### src/rtl/load_store_unit.sv
// Load/store initiator for a byte-addressed, big-endian, word-wide data memory.
// Sub-word stores are done as read-modify-write; bad requests fault without a memory access.
module load_store_unit #(
  parameter int unsigned MEM_BYTES = 184
) (
  input  logic        CLK,
  input  logic        RST,
  input  logic        start,
  input  logic [2:0]  op,
  input  logic [31:0] Addr,
  input  logic [31:0] StoreData,
  output logic [31:0] MemAddr,
  output logic [31:0] MemWriteData,
  output logic        DR,
  output logic        DW,
  input  logic [31:0] MemReadData,
  output logic [31:0] LoadData,
  output logic        busy,
  output logic        done,
  output logic        fault
);

  localparam int unsigned XLEN   = 32;
  localparam int unsigned BYTE_W = 8;
  localparam int unsigned HALF_W = 16;

  localparam logic [2:0] OP_LB  = 3'b000;
  localparam logic [2:0] OP_LH  = 3'b001;
  localparam logic [2:0] OP_LW  = 3'b010;
  localparam logic [2:0] OP_SW  = 3'b011;
  localparam logic [2:0] OP_LBU = 3'b100;
  localparam logic [2:0] OP_LHU = 3'b101;
  localparam logic [2:0] OP_SB  = 3'b110;
  localparam logic [2:0] OP_SH  = 3'b111;

  typedef enum logic [2:0] {
    S_IDLE   = 3'd0,
    S_RD_REQ = 3'd1,
    S_RD_CAP = 3'd2,
    S_WR     = 3'd3,
    S_DONE   = 3'd4
  } state_t;

  state_t              state;
  logic [2:0]          op_q;
  logic [1:0]          off_q;
  logic [HALF_W-1:0]   sdata_q;

  logic                misaligned_c;
  logic                out_of_range_c;
  logic                req_fault_c;
  logic                cap_is_load_c;
  logic [BYTE_W-1:0]   byte_c;
  logic [HALF_W-1:0]   half_c;
  logic [XLEN-1:0]     load_c;
  logic [XLEN-1:0]     merge_c;

  // Request screening on the incoming (not yet latched) request.
  always_comb begin
    misaligned_c = 1'b0;
    case (op)
      OP_LH, OP_LHU, OP_SH: misaligned_c = Addr[0];
      OP_LW, OP_SW:         misaligned_c = (Addr[1:0] != 2'b00);
      default:              misaligned_c = 1'b0;
    endcase
    out_of_range_c = (Addr >= XLEN'(MEM_BYTES));
    req_fault_c    = misaligned_c | out_of_range_c;
  end

  // Lane select and extension of the returned word (byte 0 is the MSB lane).
  always_comb begin
    byte_c = MemReadData[31:24];
    case (off_q)
      2'd0:    byte_c = MemReadData[31:24];
      2'd1:    byte_c = MemReadData[23:16];
      2'd2:    byte_c = MemReadData[15:8];
      default: byte_c = MemReadData[7:0];
    endcase
    half_c = off_q[1] ? MemReadData[15:0] : MemReadData[31:16];

    cap_is_load_c = 1'b1;
    load_c        = MemReadData;
    case (op_q)
      OP_LB:   load_c = {{(XLEN-BYTE_W){byte_c[BYTE_W-1]}}, byte_c};
      OP_LBU:  load_c = {{(XLEN-BYTE_W){1'b0}}, byte_c};
      OP_LH:   load_c = {{(XLEN-HALF_W){half_c[HALF_W-1]}}, half_c};
      OP_LHU:  load_c = {{(XLEN-HALF_W){1'b0}}, half_c};
      OP_LW:   load_c = MemReadData;
      default: cap_is_load_c = 1'b0;
    endcase
  end

  // Replace only the addressed lane of the read word for SB/SH.
  always_comb begin
    merge_c = MemReadData;
    if (op_q == OP_SB) begin
      case (off_q)
        2'd0:    merge_c[31:24] = sdata_q[BYTE_W-1:0];
        2'd1:    merge_c[23:16] = sdata_q[BYTE_W-1:0];
        2'd2:    merge_c[15:8]  = sdata_q[BYTE_W-1:0];
        default: merge_c[7:0]   = sdata_q[BYTE_W-1:0];
      endcase
    end else if (op_q == OP_SH) begin
      if (off_q[1]) merge_c[15:0]  = sdata_q;
      else          merge_c[31:16] = sdata_q;
    end
  end

  // Sequencer with all outputs registered alongside the state.
  always_ff @(posedge CLK) begin
    if (RST) begin
      state        <= S_IDLE;
      op_q         <= '0;
      off_q        <= '0;
      sdata_q      <= '0;
      MemAddr      <= '0;
      MemWriteData <= '0;
      LoadData     <= '0;
      DR           <= 1'b0;
      DW           <= 1'b0;
      busy         <= 1'b0;
      done         <= 1'b0;
      fault        <= 1'b0;
    end else begin
      DR   <= 1'b0;
      DW   <= 1'b0;
      done <= 1'b0;
      case (state)
        S_IDLE: begin
          if (start) begin
            op_q    <= op;
            off_q   <= Addr[1:0];
            sdata_q <= StoreData[HALF_W-1:0];
            MemAddr <= {Addr[XLEN-1:2], 2'b00};
            busy    <= 1'b1;
            if (req_fault_c) begin
              state <= S_DONE;
              done  <= 1'b1;
              fault <= 1'b1;
            end else if (op == OP_SW) begin
              state        <= S_WR;
              DW           <= 1'b1;
              MemWriteData <= StoreData;
            end else begin
              state <= S_RD_REQ;
              DR    <= 1'b1;
            end
          end
        end
        S_RD_REQ: state <= S_RD_CAP;
        S_RD_CAP: begin
          if (cap_is_load_c) begin
            LoadData <= load_c;
            state    <= S_DONE;
            done     <= 1'b1;
          end else begin
            MemWriteData <= merge_c;
            state        <= S_WR;
            DW           <= 1'b1;
          end
        end
        S_WR: begin
          state <= S_DONE;
          done  <= 1'b1;
        end
        S_DONE: begin
          state <= S_IDLE;
          busy  <= 1'b0;
          fault <= 1'b0;
        end
        default: begin
          state <= S_IDLE;
          busy  <= 1'b0;
          fault <= 1'b0;
        end
      endcase
    end
  end

endmodule

### config.mk
export PLATFORM = sky130hd
export DESIGN_NAME = load_store_unit
export DESIGN_NICKNAME = d
export VERILOG_FILES = /design/src/rtl/load_store_unit.sv
export SDC_FILE = /design/constraint.sdc
export NUM_CORES = 1
export LEC_CHECK = 0
export BUFFER_PORTS_ARGS = -buffer_cell sky130_fd_sc_hd__buf_2
export CORE_ASPECT_RATIO = 2
export CORE_UTILIZATION = 27
export CTS_CLUSTER_DIAMETER = 80
export DETAILED_ROUTE_END_ITERATION = 10
export PLACE_DENSITY = 0.51
export SYNTH_ARGS = -nofsm -noshare
export SYNTH_HDL_FRONTEND = slang
export SYNTH_SLANG_ARGS = --single-unit
### constraint.sdc
create_clock -name CLK -period 4.7 [get_ports CLK]
set_input_delay 1.41 -clock CLK [delete_from_list [all_inputs] [get_ports CLK]]
set_output_delay 1.41 -clock CLK [all_outputs]
set_load 0.005 [all_outputs]
==> out/summary.md, run 1 <==
In the final layout, the multi-input gates occupy 3540 µm². The tools report the worst-case headroom to the max-slew limit as 0.315. The startpoint identified for the worst hold timing path is MemAddr[5]. Master cell of the clock root buffer: clkbuf_16. For this block, the routed nets add up to 25.4 mm of wire. The proportion of register bits with asynchronous set or reset after synthesis is 0. The number of antenna violations at the first check in global routing was 1.

The DRC violation total after the first TritonRoute iteration is 382, and the average detailed-routed wire length per instance is 20.2 µm. The first global-routing pass estimated 37.8 mm of wire. Data on the critical path arrives at its endpoint at 3.84 ns.

The tools report the hold violation total from the final report as 0. CTS built an H-tree with a depth of 4. The run gives 0 as the number of synthesis warnings. The maximum clock frequency is 283 MHz.

The clock drives 123 sinks. The share of the clock period used by the worst path is 0.751, and the total internal power is 2.09 mW. The longest clock path from root to sink contains 2 buffers.

The finished cells cover 8100 µm². On the worst path, the slowest cell contributes a delay of 0.62 ns. The critical path runs through a total of 8 cells.

After technology mapping, the gate count stands at 811. Across all layers, the routed design uses 6546 vias. After layout, the minimum clock period comes to 3.53 ns.

Reg-to-reg startpoint: state[2]. Measured along the x axis, the die boundary spans 110 µm. The logs give 0.215 for the combined global-route utilization of all metal layers and 0.703 mW for the switching power total. The count of buffering cells on the critical path with inverters included was 2. In the routed design, unresolved DRC markers number 0.

The sum of net half-perimeters after detailed placement is 18.8 mm, and the number of hold buffers added after CTS is 0. Clock-pin slew was measured on the worst setup and hold paths at 0.05 ns. The region available for standard cell placement spans 22800 µm². The portion of total power attributed to combinational logic came out at 0.112. The run finished with clean final reports. The placed cell area is 7490 µm². From synthesis to final layout, the design area changed by 27.9%.

The tools report the leakage power as 3.23 nW. Post-route core utilization: 0.355. The first detailed-routing pass ran for 5 iterations. At the worst endpoint, the required time is 5.01 ns. The total of flip-flops plus latches after synthesis was 123. The count of flip-flops with a built-in enable after synthesis is 0. The clock power share came out at 0.495. The fraction of power consumed by sequential logic is 0.394. After global routing the overflow that remains totals 0.

At the pin with the least slew margin, the transition time is 1.03 ns. The worst min-delay path class is reg2reg. Launching element of the worst setup path: Addr[22]. Final weighted congestion of routability-driven global placement: 0.880. The largest net degree at the start of global routing is 68, and the unique cell type count in the Yosys netlist is 51. Dividing total power by cell area gives a power density of 345 nW/µm².

The number of slew-limit violations in the final report is 0. The CTS buffer count came out at 17. The die span in y was 219 µm. The number of ports placed on the die boundary is 203.

The switching fraction of total power is 0.251. The number of setup buffers added after CTS was 0. Once detail routing completed, the nets flagged for antenna violations numbered 0. In this run the worst path has a maximum fanout of 42. The die covers 24100 µm². For the final routed database, the setup TNS stands at 0 ns. After the last flow step, the layout net total stands at 1068.

After clock tree synthesis, the repair step resized 0 gates. Averaged over all synthesized cells, the footprint is 7.81 µm². STA classifies the critical path startpoint as a primary input.

STA classifies the critical path endpoint as a flop. The slowest stage of the critical path is the nor4_1 cell. Setup repair after global routing left no endpoint under its margin. Traced cell by cell, the critical path runs through buf_2, nor4_1, nand2_1, and4b_1, a21oi_2, buf_4, or2_1, o31ai_1. The total of buffers placed on input and output ports is 200, and the fraction of final layout cells sized beyond drive strength 1 is 0.270. Setup violations remaining at the end of the flow were counted as 0. TritonCTS built the clock tree. The number of global-route vias before repair came out at 6294. The total of fill cells in the finished design was 2519. The detailed-route vias per instance came out at 5.20. The tools report the sequential cell area as 2460 µm². The synthesized cell area is 6330 µm², and the depth of the most critical reg-to-reg path is 7.

The maximum clock skew at final layout came out at 0.0106 ns. The worst setup path is of the in2reg kind. On the critical path the largest part of the delay comes from simple AND/OR/NAND/NOR gates. The sequential element share of the synthesized area came out at 0.389. The worst vdd rail ir drop is 0.172 mV, and the cell depth of the worst min-delay path is 2. Clock latency on the worst-skew pair, taken at its later pin, is 0.42 ns. The run gives 0.277 as the initial core utilization. The max-cap check violation count was 0.

Prevailing post-synth register cell: dfxtp_1. The run gives 78 as the total number of placement rows.
==> power groups by stage <==
stage	clock (mW)	sequential [mW]	combinational (mW)
after floorplan	0	1.11	0.171
after global placement	0	1.12	0.314
after detailed placement	0	1.12	0.314
after CTS	1.42	1.10	0.315
after global routing	1.46	1.11	0.342
final	1.38	1.10	0.313
==> worst reg2reg max path, stage by stage, from the launching register on <==
cell	delay, ns
dfxtp_1	0.51
inv_2	0.14
nand3b_2	0.39
nor2_1	0.17
a21oi_2	0.13
buf_4	0.37
or2_1	0.75
o21ai_0	0.21
==> layout make-up <==
type | count | area share
multi-input cells | 605 | 0.437
flip-flops and latches | 123 | 0.304
repair buffers | 214 | 0.138
clock buffers | 22 | 0.0573
well taps | 280 | 0.0432
clock inverters | 8 | 0.0176
inverters | 5 | 0.00232
diodes | 1 | 0.000309
==> flip-flops by register name, summed over array words and instances, names as in the netlist <==
signal / count
fault: 1
busy: 1
done: 1
DW: 1
MemWriteData: 32
LoadData: 32
DR: 1
MemAddr: 30
state: 3
sdata_q: 16
off_q: 2
op_q: 3
==> layout by cell type (no fill, tap or decap), types with 12 or more instances in the layout <==
| cell type | count |
|---|---|
| o221ai_1 | 16 |
| a211o_1 | 16 |
| dfxtp_1 | 122 |
| a211oi_1 | 16 |
| buf_4 | 14 |
| nor2_1 | 42 |
| o211ai_1 | 33 |
| nor3_1 | 12 |
| nand2b_1 | 17 |
| buf_2 | 199 |
| mux2i_1 | 17 |
| or3_1 | 32 |
| o21ai_0 | 67 |
| nor2b_1 | 26 |
| clkbuf_16 | 17 |
| a21oi_1 | 74 |
| nand2_1 | 149 |
==> synthesized netlist by cell type (8+ instances only) <==
cell | n | area share
o311ai_0 | 8 | 0.011
o21bai_1 | 8 | 0.0095
o221ai_1 | 16 | 0.022
nor4_1 | 8 | 0.0079
nand2_1 | 149 | 0.088
clkbuf_1 | 62 | 0.037
a211oi_1 | 16 | 0.019
o41ai_1 | 8 | 0.011
mux2_2 | 8 | 0.014
a221oi_1 | 8 | 0.011
dfxtp_1 | 123 | 0.39
o211ai_1 | 33 | 0.039
mux2i_1 | 17 | 0.027
a211o_1 | 16 | 0.022
o21ai_0 | 67 | 0.053
nor3_1 | 12 | 0.0095
or3_1 | 32 | 0.032
nor2_1 | 42 | 0.025
nand2b_1 | 17 | 0.017
nor2b_1 | 26 | 0.026
a21oi_1 | 75 | 0.059
==> cell families (layout without fill, tap and decap cells) <==
kind of cell / count (synthesis) / count (layout) / share of synthesized area
buffers and inverters: 84 / 249 / 0.0553
muxes: 25 / 25 / 0.0411
DFF: 123 / 123 / 0.389
AOI/OAI and AO/OA: 275 / 275 / 0.286
other: 1 / 3 / 0.000592
and+or+nand+nor: 303 / 303 / 0.228
==> per-layer routing <==
layer,vias up,part of all wire,GRT usage
met1,3053,0.35,0.218
met2,220,0.53,0.386
met3,49,0.046,0.0385
met5,-,0,0
met4,0,0.066,0.149
li1,3224,-,-
==> per-stage QoR <==
| stage | power (mW) | hold slack, ns | setup slack [ns] | instances |
|---|---|---|---|---|
| final | 2.80 | 0.449 | 1.17 | 1258 |
| after CTS | 2.83 | 0.452 | 1.05 | 1257 |
| after detailed placement | 1.44 | 0.444 | 0.632 | 1227 |
| after global placement | 1.44 | 0.440 | 0.658 | 1227 |
| after floorplan | 1.28 | 0.441 | 1.67 | 812 |
| after global routing | 2.90 | 0.467 | 0.975 | 1257 |
==> worst paths after layout <==
kind,slack [ns],endpoint
min reg2reg,0.45,MemAddr[5]
max,1.17,MemWriteData[8]
min,0.45,MemAddr[5]
max reg2reg,1.89,MemWriteData[3]
Note: power is estimated with default switching activity, not from simulation.
==> run 2, diff against run 1 <==
Settings changed: ABC_AREA from default to 1, PLACE_DENSITY 0.51 to 0.52.
Clock period 4.7 ns to 2.85 ns, I/O delays scaled along.
==> run 2 against run 1 <==
Compared with the run above:
- largest cell class unchanged
- the flow now finishes with violations (DRC)
- combinational power increased to 2.5 times the previous value
- wire length increased by 7.0%
- synthesized area rose by 7.7%
- core utilization shrank 0.90 points
- via count up 17%
- worst hold slack improved by 0.012 ns
==> out/summary.md, run 2 <==
The run gives 6820 µm² (+7.7%) as the synthesized cell area. The run gives 4.77 mW (+71%) as the total design power. The depth of the most critical reg-to-reg path was 10 (+3). The detailed-route vias per instance is 4.73 (-9.2%). Die span in y: 227 µm (+3.8%). The endpoint of the most critical register-to-register path is LoadData[24]. The chip width came out at 114 µm (+3.7%).

The via count was 7676 (+17%). The checks that failed: DRC. Number of synthesis warnings: 0 (unchanged).

The placed cell count was 1590 (+30%). Maximum clock skew at final layout: 0.00601 ns (-0.00459 ns). Leakage power: 4.41 nW (+36%).

In this run the critical register-to-register path is launched from off_q[0]. For the number of H-tree levels, the log shows 4 (unchanged). By area the synthesized netlist is led by dfxtp_1, nand2_1, a21oi_1, nor2_1, o21ai_0. The worst min-delay path class is reg2reg. The proportion of synthesized area in mux cells came out at 0 (-0.0411). The clock tree buffer depth was 2 (unchanged). The logs give 0.951 (+8.0%) for the final weighted congestion of routability-driven global placement and 0 (unchanged) for the number of slew-limit violations in the final report. The prevailing post-synth register cell was dfxtp_1. The initial core utilization was 0.274 (-0.00362); the reg-to-reg setup timing slack was 0.53 ns (-1.36 ns).

The area share of the leading cell type in the synthesized netlist works out to 0.361 (-0.0280). From synthesis to final layout, the design area changed by 26.3%. The worst endpoint data arrival time is 2.70 ns (-1.14 ns), and the proportion of register bits with asynchronous set or reset after synthesis is 0 (unchanged). The remaining design rule violation count was 2 (+2). The die area is 25900 µm² (+7.6%). The cell with the most instances after synthesis is nand2_1.

The tools report the sum of net half-perimeters after detailed placement as 20.3 mm (+7.8%). The number of nets in the layout is 1375 (+29%), and the post-synthesis area per instance is 6.17 µm² (-21%). The CTS buffer count came out at 17 (unchanged). The CTS clock-pin slew for the worst setup and hold paths came out at 0.06 ns (about the same). The fraction of the mapped netlist area in compound gates came out at 0.187 (-0.0991).

The run gives 49 (-28%) as the largest net degree at the start of global routing. The unique cell type count in the Yosys netlist is 31 (-39%), and the accumulated negative setup slack is 0 ns (unchanged). The number of setup buffers added after CTS is 0 (unchanged), and the share of the synthesized netlist area taken by xor and xnor gates is 0 (unchanged).

The areal power density over the cells came out at 554 nW/µm² (+60%). The worst-skew pair later-pin latency was 0.43 ns (about the same). TritonCTS built the clock tree.

The aggregate routed wire length came out at 27.2 mm (+7.0%). The worst min-delay path startpoint is MemAddr[23]. For the wire length of the first global-routing pass, the log shows 40.3 mm (+6.5%).

Overflow left after global routing: 0 (unchanged). The synthesized-area fraction occupied by and/or/nand/nor cells was 0.340 (+0.112). Sorting the synthesized cells by how often they occur yields nand2_1, a21oi_1, dfxtp_1. Hold violation total from the final report: 0 (unchanged). The total of flip-flops plus latches after synthesis is 123 (unchanged).

Number of clock sinks: 123 (unchanged). The largest family of logic cells by synthesized area is simple AND/OR/NAND/NOR gates. The number of antenna violations at the first check in global routing is 2 (+1). The max-cap check violation count came out at 0 (unchanged). The post-route minimum period came out at 2.32 ns.

The path with the worst hold slack has its endpoint at MemAddr[23]. The run finished, with violations left. The tools report the maximum clock frequency as 430 MHz. The number of hold buffers added after CTS is 0 (unchanged). The total of buffers placed on input and output ports is 200 (unchanged), and the number of gates resized after cts is 0 (unchanged). The share of the clock period used by the worst path is 0.815.

The number of endpoints failing setup at the final stage was 0 (unchanged); the count of flip-flops with a built-in enable after synthesis was 0 (unchanged). The tools report the startpoint type of the worst setup path as a flop. The total number of placement rows was 82 (+5.1%); the cell count after synthesis was 1106 (+36%). The fraction of final layout cells sized beyond drive strength 1 is 0.224 (-0.0463), and the synthesized-area fraction occupied by adder cells is 0 (unchanged).

The largest registers in the layout are LoadData x32, MemWriteData x32, MemAddr x30. For the standard cell core area, the log shows 24900 µm² (+9.2%). In the layout the commonest cells are nand2_1, buf_2, a21oi_1.

Leaving out fill and tap cells, the most frequent cell in the layout is nand2_1. The tools report the DRC violation total after the first TritonRoute iteration as 470 (+23%). The number of ports placed on the die boundary is 203 (unchanged). The critical path in this run is classified as reg2reg.

Setup repair after global routing left no endpoint under its margin. The biggest area contributor in the post-synthesis netlist is dfxtp_1. The worst vdd rail ir drop came out at 0.273 mV (+59%).

The average detailed-routed wire length per instance works out to 16.7 µm (-17%). Master cell of the clock root buffer: clkbuf_16. The number of nets with antenna violations after routing was 0 (unchanged); the sequential element share of the synthesized area was 0.361 (-0.0280). For the worst endpoint required time, the log shows 3.23 ns (-1.78 ns). The post-route core utilization is 0.346 (-0.00903). The critical-path maximum fanout came out at 16 (-62%). The run gives 0.436 (+0.121) as the worst-case headroom to the max-slew limit. The number of global-route vias before repair was 7236 (+15%). The worst setup path is captured at a flop.

The cell depth of the worst min-delay path was 2 (unchanged). The logs give 0.212 (-0.00307) for the combined global-route utilization of all metal layers and 1624 (+29%) for the post-route non-filler standard cell count. The number of detailed-route iterations in the first pass was 8 (+3); the transition time at the pin with the least slew margin was 0.843 ns (-0.185 ns).
-- run 2: worst max-delay path by stage --
stage / from / to / slack, ns / cells after the start
2_1_floorplan: Addr[0] / MemWriteData[0] / 0.85 / 11
3_3_place_gp: Addr[0] / MemWriteData[14] / 0.37 / 10
3_5_place_dp: Addr[0] / MemWriteData[14] / 0.31 / 10
4_1_cts: off_q[0] / LoadData[24] / 0.54 / 10
5_1_grt: off_q[0] / LoadData[26] / 0.27 / 10
6_report: off_q[0] / LoadData[24] / 0.53 / 10
-- run 2: cell families after synthesis --
logic type	after synthesis
flops	123
other cells	1
buf+inv	176
simple gates	560
compound gates	246
-- run 2: metrics by stage --
| step | hold WS (ns) | area (µm²) | setup WS (ns) |
|---|---|---|---|
| floorplan | 0.449 | 6830 | 0.849 |
| global placement | 0.450 | 8040 | 0.372 |
| detailed placement | 0.452 | 8040 | 0.305 |
| CTS | 0.461 | 8610 | 0.540 |
| global route | 0.477 | 8620 | 0.273 |
| finish | 0.460 | 8620 | 0.526 |
-- run 2: layer usage --
metal | part of all wire | track usage
met1 | 0.36 | 0.200
met2 | 0.53 | 0.391
met3 | 0.047 | 0.0476
met4 | 0.071 | 0.162
met5 | 0 | 0
-- run 2: layout make-up --
type / count / area [µm²]
flip-flops and latches: 123 / 2460
fillers: 2846 / 16300
diodes: 2 / 5.00
clock buffers: 20 / 447
repair buffers: 218 / 1160
inverters: 105 / 394
multi-input cells: 808 / 3610
well taps: 336 / 420
clock inverters: 12 / 124
-- run 2: critical path, cell delays in order, from the launching register on --
cell,delay [ns]
dfxtp_1,0.48
nor2_1,0.73
nand2_1,0.10
o211ai_1,0.15
nand3_2,0.25
nand2_1,0.15
nor2_2,0.04
buf_4,0.20
nand2_1,0.08
nand2_1,0.05
inv_1,0.04
-- run 2: where the power goes --
part | switching (mW) | internal, mW | total, mW
logic | 0.518 | 0.270 | 0.788
registers | 0.0544 | 1.81 | 1.86
clock network | 0.829 | 1.30 | 2.13
